### src/rtl/mod_74x161_n.sv
// Generic WIDTH-bit, MODULUS-length synchronous up/down counter with parallel load,
// ENP/ENT cascade enables and ripple-carry out. MOD_74X161_N_SYNC_CLR_EN adds SCLR.
module mod_74x161_n #(
   parameter int unsigned     WIDTH   = 4,
   parameter longint unsigned MODULUS = 16
) (
   input  logic             CLK,
   input  logic             CLR,
`ifdef MOD_74X161_N_SYNC_CLR_EN
   input  logic             SCLR,
`endif
   input  logic             LD,
   input  logic             ENP,
   input  logic             ENT,
   input  logic             UD,
   input  logic [WIDTH-1:0] D,
   output logic [WIDTH-1:0] Q,
   output logic             RCO
);

   localparam logic [WIDTH-1:0] TOP_Q = WIDTH'(MODULUS - 64'd1);

   logic [WIDTH-1:0] q_q;
   logic [WIDTH-1:0] q_d;
   logic             sclr;
   logic             out_of_range;
   logic             tc;

`ifdef MOD_74X161_N_SYNC_CLR_EN
   assign sclr = SCLR;
`else
   assign sclr = 1'b0;
`endif

   // States at or above MODULUS only arise from LD; never true when MODULUS == 2**WIDTH.
   assign out_of_range = (64'(q_q) >= MODULUS);

   // No handshake: every input is sampled on every rising CLK edge.
   always_comb begin
      q_d = q_q;
      if (sclr) begin
         q_d = '0;
      end else if (LD) begin
         q_d = D;
      end else if (ENP && ENT) begin
         if (!UD) begin
            q_d = (q_q >= TOP_Q) ? '0 : q_q + WIDTH'(1);
         end else begin
            q_d = ((q_q == '0) || out_of_range) ? TOP_Q : q_q - WIDTH'(1);
         end
      end
   end

   always_ff @(posedge CLK or posedge CLR) begin
      if (CLR) begin
         q_q <= '0;
      end else begin
         q_q <= q_d;
      end
   end

   assign tc  = UD ? (q_q == '0) : (q_q == TOP_Q);
   assign RCO = ENT & tc;
   assign Q   = q_q;

endmodule

### config.mk
export PLATFORM = sky130hd
export DESIGN_NAME = mod_74x161_n
export DESIGN_NICKNAME = d
export VERILOG_FILES = /design/src/rtl/mod_74x161_n.sv
export SDC_FILE = /design/constraint.sdc
export NUM_CORES = 1
export LEC_CHECK = 0
export CAP_MARGIN = 20
export CORE_AREA = 2 2 39 41
export DETAILED_ROUTE_END_ITERATION = 6
export DIE_AREA = 0 0 41 43
export SYNTH_ARGS = -nofsm -noshare
export SYNTH_HDL_FRONTEND = slang
export SYNTH_SLANG_ARGS = --single-unit
### constraint.sdc
create_clock -name CLK -period 2.4 [get_ports CLK]
set_clock_uncertainty 0.1 [all_clocks]
set_input_delay 0.36 -clock CLK [delete_from_list [all_inputs] [get_ports CLK]]
set_output_delay 0.36 -clock CLK [all_outputs]
set_load 0.03 [all_outputs]
==> results.md <==
Pwr:
- The internal portion of the total power is 182 uW.
- The switching share of power is 33.2%.
- The overall power consumption is 273 uW.
- The power per cell area is 544 nW/um^2.
- The fraction of power consumed by combinational cells is 36.9%.
- The fraction of power consumed by the clock network is 30.2%.
- The analysis attributes to cell leakage a power of 0.209 nW.
- For this design the total switching power over the nets is 90.6 uW.
- Per report_power, the sequential group accounts for 32.9% of the total.
- VDD sags by at most 266 uV.

Finish:
- The filler cell count is 154.
- The most frequent standard cell in the layout excluding fill and tap cells is clkdlybuf4s50_1.
- 0 antenna diodes ended up in the layout.
- The net total in the final layout is 71.
- Relative to the synthesized area, the layout overhead comes to 56.0%.
- The top cell types in the final layout, fill and taps aside, are clkdlybuf4s50_1 (13), inv_1 (5), nand2_1 (5).
- The final cell utilization of the core is 36.3%.
- The flip-flop count of the largest register after layout is 4.
- Cells with a size suffix above 1 make up 8.77% of the layout.

Setup path:
- The arrival time of the worst setup path is 1.52 ns.
- The top fanout value on the critical path is 6.
- The critical path capture point type is an output pin.
- The element type at the critical path start is a flip-flop.
- The kind of cell with the highest combined delay along the critical path is flip-flops.
- The delay contributed by the slowest stage of the critical path is 0.42 ns.
- The critical path is of the flip-flop to output pin type.
- The data required time of the critical path is 1.94 ns.
- The number of buffer and inverter stages on the critical path is 2.
- Walking the worst path, the cells encountered are inv_1, ha_1, nand2_1, o31ai_1, and2_1, buf_4.
- The slowest stage cell on the critical path is dfrtp_1.

Detailed routing:
- The post-detailed-routing wire length is 735 um.
- Dividing the detail-routed wire length by the instance count gives 10.1 um.
- The remaining number of nets flagged by the antenna check after routing is 0.
- The iteration-0 DRC count of the detailed router is 3.
- Detailed routing inserted a total of 322 vias.
- The first-pass iteration count of the detailed router is 3.
- In the routed design, unresolved DRC markers number 0.
- The post-detailed-route via-to-cell ratio is 4.41.

Clock tree:
- The number of levels in the clock H-tree is 1.
- In this run the deepest clock path goes through 2 buffers.
- The number of buffers inserted during clock tree synthesis is 3.
- The cell chosen for the clock root is clkbuf_4.
- The CTS tree is built.
- The post-CTS repair timing setup buffer count is 0.
- The number of sinks on the clock net is 4.
- The post-CTS clock slew at the launch and capture registers of the worst setup and hold paths is 0.04 ns.
- At the later pin of the worst-skew pair, clock insertion delay measures 0.23 ns.
- The hold-fix buffer count after cts is 0.
- The post-CTS resize count is 0.

Global routing:
- The pin count of the biggest net entering global routing is 9.
- In the global route stage, overall resource usage came out at 10.7%.
- The number of global-route vias before repair is 340.
- The total global routing overflow is 0.
- The number of antenna violations at the first check in global routing is 0.
- The first global-routing pass estimated 1.26 mm of wire.

Synth:
- The post-synthesis instance total is 40.
- The sequential cell area fraction in the yosys report is 31.1%.
- A synthesized cell averages 8.04 um^2.
- The synthesized net count is 52.
- Counting flops and latches in the post-synthesis netlist gives 4.
- Synthesis instantiated 18 different standard cells from the library.
- The summed instance area of the synthesized netlist is 322 um^2.
- The Yosys warning count is 0.

Timing:
- Setup repair after global routing left no endpoint under its margin.
- The maximum frequency from static timing analysis is 0.505 GHz.
- Once routing completed, OpenROAD measured the worst setup slack at 0.421 ns.
- The worst hold slack after final layout is 0.207 ns.
- The count of endpoints failing hold in the final timing report is 0.
- The headroom to the max-slew limit is 78.9%.
- For the finished layout, the period the worst path requires is 1.98 ns.
- For the pin with the worst max-slew slack, the measured transition is 0.315 ns.
- In the finished design, the share of the clock period the worst path needs comes to 82.5%.
- The number of max-slew violations in the final report came to 0.
- Summed over all failing endpoints, the final setup total negative slack is 0 ns.
- Setup violations remaining at the end of the flow were counted as 0.

Floorplanning:
- From left edge to right edge, the die measures 41 um.
- The core region is 1380 um^2.
- The height of the die is 43 um.
- The full die area is 1760 um^2.
- The number of cell rows is 14.
- Once the floorplan was initialized, standard cells occupied 23.2% of the core.
- Pin placement for this block handled 15 I/O pins.

Run:
- The count of max-cap constraint violations is 0.

Place:
- The HPWL reported at the end of detailed placement is 599 um.
- The count of input and output buffers is 14.
- The weighted congestion reported at the end of routability-driven placement is 0.664.
- At the placement stage, the worst setup path has a slack of 0.448 ns.

Outcome:
- The flow ran to the end, and the final reports show no timing, DRC or antenna violations.

Hold path:
- In this run the worst hold path is classified as primary input to asynchronous set/reset pin.
==> final timing paths <==
kind | from | to | slack [ns] | depth (start not counted)
min in group CLK | D[0] | Q[0]$_DFFE_PP0P_ | 0.60 | 3
max | Q[0]$_DFFE_PP0P_ | RCO | 0.42 | 6
min reg2reg | Q[1]$_DFFE_PP0P_ | Q[1]$_DFFE_PP0P_ | 0.61 | 2
max in group asynchronous | CLR | Q[2]$_DFFE_PP0P_ | 1.85 | 2
max reg2reg | Q[1]$_DFFE_PP0P_ | Q[3]$_DFFE_PP0P_ | 0.84 | 4
min | CLR | Q[1]$_DFFE_PP0P_ | 0.21 | 2
==> routing by layer <==
| metal | up-vias | GRT usage, % | part of all wire [%] |
|---|---|---|---|
| met5 | - | 0 | 0 |
| met4 | 0 | 6.00 | 0 |
| met3 | 0 | 2.62 | 5.7 |
| met2 | 9 | 16.6 | 52 |
| met1 | 138 | 12.7 | 42 |
| li1 | 175 | - | - |
==> power by group through the flow <==
stage | Sequential, mW | Combinational, mW | Clock, mW
after floorplan | 0.103 | 0.0442 | 0
after global placement | 0.0914 | 0.101 | 0
after detailed placement | 0.0909 | 0.101 | 0
after CTS | 0.0901 | 0.102 | 0.0855
after global routing | 0.0917 | 0.111 | 0.0861
final | 0.0899 | 0.101 | 0.0824
==> cells by family after synthesis <==
kind of cell | count (synthesis) | synth area share (%)
flops | 4 | 31.1
simple gates | 13 | 21.0
fa+ha+maj | 2 | 7.78
xor+xnor | 3 | 8.17
buf+inv | 5 | 5.84
compound gates | 13 | 26.1
==> through the flow <==
step           std cells  instance area, um^2
2_1_floorplan         40                  322
3_3_place_gp          70                  479
3_5_place_dp          70                  479
4_1_cts               73                  502
5_1_grt               73                  502
6_report              73                  502
==> final cells by class <==
| class | instances | area, um^2 | area share, % |
|---|---|---|---|
| Clock buffer | 3 | 22.5 | 4.49 |
| Multi-Input combinational cell | 31 | 203 | 40.4 |
| Timing Repair Buffer | 14 | 138 | 27.4 |
| Inverter | 5 | 18.8 | 3.74 |
| Tap cell | 16 | 20.0 | 3.99 |
| Sequential cell | 4 | 100 | 20.0 |
==> synthesized netlist by cell type (all sizes together) <==
cell,n,share of area (%)
nor2,2,2.3
a221o,1,3.1
o21ai,4,6.2
o311ai,1,2.7
or4b,1,3.1
xnor2,3,8.2
and2,1,1.9
nor2b,1,1.9
inv,5,5.8
dfrtp,4,31
o31a,1,2.7
nand2b,2,3.9
o31ai,1,2.3
nand4,1,1.9
ha,2,7.8
a21oi,5,9.0
nand2,5,5.8
==> worst reg2reg max path, delay by kind of cell (launching register included) <==
kind	cells	cell delay, ns
AND/OR/NAND/NOR	1	0.52
flip-flops	1	0.44
AO/OA/AOI/OAI	3	0.38
Power figures use the tool's default switching activity.
